===== src/rtl/nim_turn_controller.sv =====
// Turn sequencer for the two-player matchstick game: synchronizes scanner key events,
// validates moves, alternates players and drives the seven-segment display word.
module nim_turn_controller #(
  parameter int         TOTAL_W    = 16,
  parameter int         MAX_TAKE   = 3,
  parameter logic [3:0] KEY_START  = 4'hE,
  parameter logic [3:0] KEY_COMMIT = 4'hF
) (
  input  logic               clk,
  input  logic               rst_n,
  input  logic               key_ready,
  input  logic [3:0]         key_code,
  output logic               key_ack,
  output logic [TOTAL_W-1:0] disp_data,
  output logic               player,
  output logic [3:0]         pending_take,
  output logic               game_over,
  output logic               winner,
  output logic               err
);

  typedef enum logic [1:0] {
    ST_ENTRY  = 2'd0,
    ST_P_TURN = 2'd1,
    ST_OVER   = 2'd2
  } state_t;

  localparam logic [3:0]         MAX_KEY  = 4'(MAX_TAKE);
  localparam logic [TOTAL_W-1:0] DISP_P1  = TOTAL_W'(1);
  localparam logic [TOTAL_W-1:0] DISP_P2  = TOTAL_W'(2);

  state_t             state_reg, state_next;
  logic [2:0]         sync_reg;
  logic [TOTAL_W-1:0] entry_reg, entry_next;
  logic [TOTAL_W-1:0] total_reg, total_next;
  logic [3:0]         pending_reg, pending_next;
  logic               player_reg, player_next;
  logic               winner_reg, winner_next;
  logic               err_reg, err_next;
  logic               ack_reg, ack_next;
  logic               over_reg, over_next;
  logic [TOTAL_W-1:0] disp_reg, disp_next;

  logic               key_event;
  logic               key_is_digit;
  logic [TOTAL_W-1:0] pending_ext;
  logic [TOTAL_W-1:0] total_after;

  // sync_reg[1:0] is the two-flop synchronizer, sync_reg[2] remembers the previous synced level
  assign key_event    = sync_reg[1] & ~sync_reg[2];
  assign key_is_digit = (key_code != KEY_START) && (key_code != KEY_COMMIT);
  assign pending_ext  = {{(TOTAL_W-4){1'b0}}, pending_reg};
  assign total_after  = total_reg - pending_ext;

  always_comb begin
    state_next   = state_reg;
    entry_next   = entry_reg;
    total_next   = total_reg;
    pending_next = pending_reg;
    player_next  = player_reg;
    winner_next  = winner_reg;
    err_next     = err_reg;
    ack_next     = key_event;
    disp_next    = disp_reg;

    if (key_event) begin
      case (state_reg)
        ST_ENTRY: begin
          if (key_is_digit) begin
            entry_next = {entry_reg[TOTAL_W-5:0], key_code};
            err_next   = 1'b0;
          end else if (key_code == KEY_START && entry_reg != '0) begin
            total_next   = entry_reg;
            player_next  = 1'b0;
            pending_next = 4'd0;
            err_next     = 1'b0;
            state_next   = ST_P_TURN;
          end else begin
            err_next = 1'b1;
          end
        end
        ST_P_TURN: begin
          if (key_code == KEY_COMMIT) begin
            // A commit that would overdraw the pile is rejected, so total never wraps
            if (pending_reg == 4'd0 || pending_ext > total_reg) begin
              err_next = 1'b1;
            end else begin
              total_next   = total_after;
              pending_next = 4'd0;
              err_next     = 1'b0;
              if (total_after == '0) begin
                state_next  = ST_OVER;
                winner_next = ~player_reg;
              end else begin
                player_next = ~player_reg;
              end
            end
          end else if (key_code != 4'd0 && key_code <= MAX_KEY) begin
            pending_next = key_code;
            err_next     = 1'b0;
          end else begin
            err_next = 1'b1;
          end
        end
        ST_OVER: begin
          if (key_code == KEY_START) begin
            entry_next = '0;
            total_next = '0;
            err_next   = 1'b0;
            state_next = ST_ENTRY;
          end
        end
        default: state_next = ST_ENTRY;
      endcase
    end

    case (state_next)
      ST_ENTRY:  disp_next = entry_next;
      ST_P_TURN: disp_next = total_next;
      ST_OVER:   disp_next = winner_next ? DISP_P2 : DISP_P1;
      default:   disp_next = '0;
    endcase
    over_next = (state_next == ST_OVER);
  end

  always_ff @(posedge clk or negedge rst_n) begin
    if (!rst_n) begin
      state_reg   <= ST_ENTRY;
      sync_reg    <= 3'b000;
      entry_reg   <= '0;
      total_reg   <= '0;
      pending_reg <= 4'd0;
      player_reg  <= 1'b0;
      winner_reg  <= 1'b0;
      err_reg     <= 1'b0;
      ack_reg     <= 1'b0;
      over_reg    <= 1'b0;
      disp_reg    <= '0;
    end else begin
      state_reg   <= state_next;
      sync_reg    <= {sync_reg[1:0], key_ready};
      entry_reg   <= entry_next;
      total_reg   <= total_next;
      pending_reg <= pending_next;
      player_reg  <= player_next;
      winner_reg  <= winner_next;
      err_reg     <= err_next;
      ack_reg     <= ack_next;
      over_reg    <= over_next;
      disp_reg    <= disp_next;
    end
  end

  assign key_ack      = ack_reg;
  assign disp_data    = disp_reg;
  assign player       = player_reg;
  assign pending_take = pending_reg;
  assign game_over    = over_reg;
  assign winner       = winner_reg;
  assign err          = err_reg;

endmodule

===== config.mk =====
export PLATFORM = sky130hd
export DESIGN_NAME = nim_turn_controller
export DESIGN_NICKNAME = d
export VERILOG_FILES = /design/src/rtl/nim_turn_controller.sv
export SDC_FILE = /design/constraint.sdc
export NUM_CORES = 1
export LEC_CHECK = 0
export CORE_ASPECT_RATIO = 0.5
export CORE_MARGIN = 4
export CORE_UTILIZATION = 51
export DETAILED_ROUTE_END_ITERATION = 12
export GPL_TIMING_DRIVEN = 1
export PLACE_DENSITY = 0.76
export REMOVE_ABC_BUFFERS = 1
export SLEW_MARGIN = 20
export SYNTH_ARGS = -nofsm -noshare
export SYNTH_HDL_FRONTEND = slang
export SYNTH_SLANG_ARGS = --single-unit

===== constraint.sdc =====
create_clock -name clk -period 5.3 [get_ports clk]
set_clock_uncertainty 0.15 [all_clocks]
set_input_delay 0.795 -clock clk [delete_from_list [all_inputs] [get_ports clk]]
set_output_delay 0.795 -clock clk [all_outputs]
set_load 0.02 [all_outputs]

==> flow_summary_export.csv, run 1 <==
group,metric,value,unit
timing,setup_viol,0,
cells_and_area,regArea,1550,um^2
run_status,status,"complete, no violations",
cells_and_area,n_fill_cell,502,
synth,async_reset_ff_share,100,%
synth,ys_ff_latch,62,
clocking,postCtsSetupBuffers,0,
critical_path,worstPathMaxFanout,17,
cells_and_area,syn_to_final_growth,17.6,%
timing,max_freq,247,MHz
synth,yosysUniqueCellTypes,69,
timing,fin_tns_setup,0,ns
routing,wl_met1,4300,um
floorplanning,rows,20,
clocking,ctsHoldBuffers,0,
synth,ys.flop_type,"dfrtp_1",
critical_path,worstSetupStartpointType,"primary input",
clocking,cts.clk_slew.worst_paths,0.05,ns
routing,wl_met2,4430,um
cells_and_area,multi_input_area,1760,um^2
routing,routed_wl,9740,um
floorplanning,die_y,66.4,um
power,ir_drop,0.372,mV
clocking,cts.sinks,62,
power,power_density,562,nW/um^2
global_route,antenna_found_initial,0,
timing,holdWs,0.197,ns
routing,avgRoutedWirePerCell,20.2,um
clocking,max-clock-path-buffers,2,
synth,synth_cells,363,
synth,synth_common_cells,"nor2_1 (67), dfrtp_1 (62), nand2_1 (18), inv_1 (17), a22oi_1 (14)",
routing,via_count,3090,
synth,syn_area,3480,um^2
synth,synth-edff-count,0,
synth,yosysMostFrequentCell,"nor2_1",
floorplanning,coreArea,6330,um^2
routing,maxUsedRoutingLayer,"met4",
synth,yosysTopAreaCell,"dfrtp_1",
routing,drc,0,
job,maxCapViolations,0,
place,place_hpwl,6780,um
global_route,overflow,0,
critical_path,crit_arrival,4.06,ns
timing,post-route-min-period,4.04,ns
timing,rsz0062_at_grt,"false",
routing,antenna_left,0,
floorplanning,die_x,125,um
power,total_leakage_power,1.76,nW
cells_and_area,drive_gt1_share,12.4,%
clocking,cts-buffers-inserted,9,
clocking,h-tree-depth,3,
clocking,cts_tree,"built",
global_route,groute.usage.overall,25.4,%
clocking,cts_resized,0,
critical_path,worstSetupEndpointType,"register",
place,place.gp.congestion,0.941,
routing,detail_route.iter0.violations,401,
synth,synth_warnings,0,
global_route,grt_pass1_wl,16200,um
critical_path,crit_type,"primary input to register",
timing,slew_viol_final,0,
synth,synth.area.top_cells,"dfrtp_1 (45%), nor2_1 (7.2%), ha_1 (3.2%), nor3_2 (3.2%), a22oi_1 (3.0%)",
floorplanning,start_util,55.0,%
floorplanning,pin_count,32,
clocking,root_buffer,"clkbuf_16",
routing,firstDrtPassIters,5,
timing,tightest_slew,1.06,ns
critical_path,required,5.31,ns
global_route,grt_pass1_vias,3136,
cells_and_area,n_antenna_cell,0,
synth,yosysSeqAreaShare,44.5,%
timing,hold_violations,0,
timing,relSlewSlack,28.7,%
synth,syn_avg_cell_area,9.60,um^2
synth,yosys.area.top_type_share,44.5,%
timing,period_share,76.3,%
global_route,grt_max_degree,63,
routing,routed-wl-met3,876,um
worst_hold_path,hp-class,"register to register",
floorplanning,dieArea,8300,um^2
clocking,clkLatencyLatePin,0.33,ns
cells_and_area,nets,408,
routing,viasPerCell,6.40,
place,numPortBuffers,31,
-- final cells by class --
class | instances | area share [%]
multi-input combinational | 266 | 43.0
sequential | 62 | 37.9
timing repair buffer | 34 | 8.00
clock buffer | 11 | 6.17
tap | 88 | 2.69
inverter | 18 | 1.65
clock inverter | 4 | 0.550
-- worst max-delay path: stages --
cell and delay (ns):
clkdlybuf4s50_1 0.58, nand3_2 0.37, nor2_2 0.34, o31a_1 0.54
nand4_1 0.19, o21ai_2 0.84, mux2i_1 0.28, o22ai_1 0.11
-- power breakdown --
| group | total, mW | internal (mW) | switching [mW] |
|---|---|---|---|
| Clock | 0.541 | 0.336 | 0.206 |
| Sequential | 0.768 | 0.615 | 0.153 |
| Combinational | 0.993 | 0.390 | 0.602 |
| Total | 2.30 | 1.34 | 0.961 |
-- routing by layer --
layer | vias up | global-route usage, %
li1 | 1371 | -
met2 | 177 | 39.4
met1 | 1525 | 33.3
met4 | 0 | 9.19
met5 | - | 0
met3 | 17 | 8.71
-- final timing paths --
path                                       from              end  slack [ns]  cells past startpoint
worst max-delay path                key_code[3]     disp_data[1]        1.26                      8
worst min-delay path                sync_reg[0]      sync_reg[1]        0.20                      0
worst max register to register  pending_take[0]     disp_data[1]        1.46                      9
worst min register to register      sync_reg[0]      sync_reg[1]        0.20                      0
max in group asynchronous                 rst_n     disp_data[5]        3.99                      2
min in group asynchronous                 rst_n  pending_take[2]        0.46                      2
-- per-stage QoR --
| stage | worst slack [ns] | cell area, um^2 | power, mW | utilization [%] | cells |
|---|---|---|---|---|---|
| after global placement | 1.19 | 3820 | 1.70 | 60.3 | 468 |
| final | 1.26 | 4100 | 2.30 | 64.7 | 483 |
| after floorplan | 1.47 | 3380 | 1.40 | - | 346 |
| after CTS | 1.34 | 4100 | 2.29 | 64.7 | 483 |
| after global routing | 1.08 | 4100 | 2.43 | 64.7 | 483 |
| after detailed placement | 1.05 | 3820 | 1.74 | 60.3 | 468 |
-- layout by cell type, fill, tap and decap left out, types with 7 or more instances in the layout --
cell type / n
o21ai_1: 7
o21ai_0: 8
a21oi_1: 9
nor3_2: 11
inv_1: 17
nand2_1: 18
and2_1: 8
dfrtp_1: 62
ha_1: 9
nor2_1: 67
clkbuf_16: 9
clkdlybuf4s50_1: 30
nand4_1: 7
a22oi_1: 14
-- kinds of logic (layout without fill, tap and decap cells) --
logic type	count (synthesis)	count (layout)	synth area share [%]
compound gates	88	88	19.5
xor+xnor	4	4	1.01
fa+ha+maj	10	10	3.81
buf+inv	35	67	4.96
flops	62	62	44.5
mux	4	4	1.15
simple gates	160	160	25.0
No activity file was read; power rests on OpenSTA's default activity.
==> run 2, diff against run 1 <==
- PLACE_DENSITY: 0.76 -> 0.79
- clock period: 5.3 -> 3.4 ns (I/O delays scaled with it)
==> run 2 against run 1 <==
  * Critical path depth increased by 2
  * First-iteration DRC count increased by 24%
  * Non-clock buffer count increased by 11
  * Via count increased by 0.55%
  * Core utilization increased by 2.3 points
  * Routed wire length decreased by 0.14%
  * Clock power increased by 94%
  * Hold slack got worse by 0.019 ns
==> flow_summary_export.csv, run 2 (synthesized netlist as in run 1, its figures left out) <==
group,metric,value,unit
routing,detail_route.iter0.violations,497,
power,seqPwrFrac,31.6,%
cells_and_area,layout_common_cells,"nor2_1 (67), dfrtp_1 (62), clkdlybuf4s50_1 (30), nand2_1 (18), inv_1 (17)",
global_route,grt_max_degree,63,
routing,firstDrtPassIters,5,
power,switchingPower,1.52,mW
power,total_leakage_power,1.84,nW
timing,post-route-min-period,3.27,ns
floorplanning,dieArea,8300,um^2
timing,slew_viol_final,0,
place,place_ws,0.212,ns
power,power,3.81,mW
clocking,cts.clk_slew.worst_paths,0.06,ns
floorplanning,rows,20,
routing,viasPerCell,6.28,
power,ir_drop,0.431,mV
critical_path,worstSetupStartpointType,"register",
critical_path,cpLargestDelayFamily,"simple AND/OR/NAND/NOR gates",
power,p_comb_share,40.8,%
critical_path,slowest_delay,0.44,ns
floorplanning,die_y,66.4,um
critical_path,worstSetupEndpointType,"register",
routing,drc,0,
critical_path,crit_type,"register to register",
place,place_area,3890,um^2
clocking,clkLatencyLatePin,0.34,ns
timing,setup_viol,0,
timing,rsz0062_at_grt,"false",
power,p_clk_share,27.6,%
place,place_hpwl,6840,um
floorplanning,coreArea,6330,um^2
power,swShare,39.8,%
timing,hold_violations,0,
routing,antenna_left,0,
critical_path,crit_arrival,3.33,ns
clocking,cts_tree,"built",
routing,avgRoutedWirePerCell,19.6,um
global_route,grt_pass1_wl,16100,um
clocking,ctsHoldBuffers,0,
critical_path,cpMaxStageDelayCell,"dfrtp_1",
floorplanning,die_x,125,um
timing,tightest_slew,0.776,ns
critical_path,required,3.46,ns
clocking,cts.sinks,62,
global_route,grt_pass1_vias,2955,
floorplanning,pin_count,32,
global_route,antenna_found_initial,0,
routing,via_count,3107,
floorplanning,start_util,55.0,%
place,place.gp.congestion,0.990,
run_status,status,"complete, no violations",
cells_and_area,drive_gt1_share,14.7,%
global_route,overflow,0,
timing,fin_ws,0.128,ns
cells_and_area,final_util,67.0,%
cells_and_area,layout.cells.most_common,"nor2_1",
power,power_density,897,nW/um^2
place,numPortBuffers,31,
timing,fin_tns_setup,0,ns
cells_and_area,nets,419,
global_route,groute.usage.overall,25.2,%
job,maxCapViolations,0,
clocking,root_buffer,"clkbuf_16",
timing,period_share,96.2,%
critical_path,cp.buffers_inverters,1,
timing,relSlewSlack,48.3,%
power,p_int,2.29,mW
timing,max_freq,306,MHz
critical_path,worstPathCellList,"ha_1 -> fa_1 -> and2b_1 -> o22ai_2 -> xnor2_1 -> nor4b_4 -> nand4_1 -> o21ai_2 -> buf_4 -> nor3_1",
cells_and_area,syn_to_final_growth,21.8,%
cells_and_area,final_cell_area,4240,um^2
clocking,max-clock-path-buffers,2,
critical_path,worstPathMaxFanout,15,
cells_and_area,n_fill_cell,490,
cells_and_area,n_antenna_cell,0,
routing,routed_wl,9730,um
worst_hold_path,hp-class,"primary input to asynchronous set/reset pin",
clocking,h-tree-depth,3,
clocking,cts-buffers-inserted,9,
==> run 2: power by group through the flow <==
stage          registers [mW]  clock network (mW)  logic [mW]
2_1_floorplan            1.23                   0       0.945
3_3_place_gp             1.20                   0        1.52
3_5_place_dp             1.20                   0        1.51
4_1_cts                  1.19                1.06        1.53
5_1_grt                  1.23                1.10        1.67
6_report                 1.20                1.05        1.55
==> run 2: metal layers <==
| layer | GRT usage (%) | share of wire (%) |
|---|---|---|
| met1 | 34.1 | 44 |
| met2 | 37.8 | 44 |
| met5 | 0 | 0 |
| met4 | 6.76 | 1.4 |
| met3 | 10.3 | 11 |
==> run 2: final timing paths <==
kind	startpoint	slack (ns)	end	depth (start not counted)
min in group clk	sync_reg[0]	0.21	sync_reg[1]	0
max	pending_take[0]	0.13	disp_data[7]	10
min reg2reg	sync_reg[0]	0.21	sync_reg[1]	0
max reg2reg	pending_take[0]	0.13	disp_data[7]	10
min	rst_n	0.18	sync_reg[1]	2
max in group asynchronous	rst_n	2.40	disp_data[10]	2
==> run 2: area by class of cell <==
cell class,instances,area [um^2],area share (%)
multi-input combinational,266,1760,41.6
sequential,62,1550,36.6
timing repair buffer,45,410,9.68
clock buffer,10,229,5.40
clock inverter,6,110,2.60
tap,88,110,2.60
inverter,18,67.6,1.59
==> run 2: what timing repair did <==
item	4_1_cts	5_1_grt
setup endpoints to repair	0	1
resized for setup	0	0
buffers inserted	0	2
==> run 2: worst register-to-register path, stage by stage, from the launching register on <==
cell     delay [ns]
dfrtp_1        0.44
ha_1           0.24
fa_1           0.40
and2b_1        0.27
o22ai_2        0.10
xnor2_1        0.16
nor4b_4        0.37
nand4_1        0.21
o21ai_2        0.34
buf_4          0.34
nor3_1         0.11
==> run 2: through the flow <==
stage / instances / hold slack [ns]
global route: 495 / 0.229
finish: 495 / 0.178
floorplan: 346 / 0.0644
CTS: 493 / 0.209
global placement: 477 / 0.195
detailed placement: 477 / 0.189
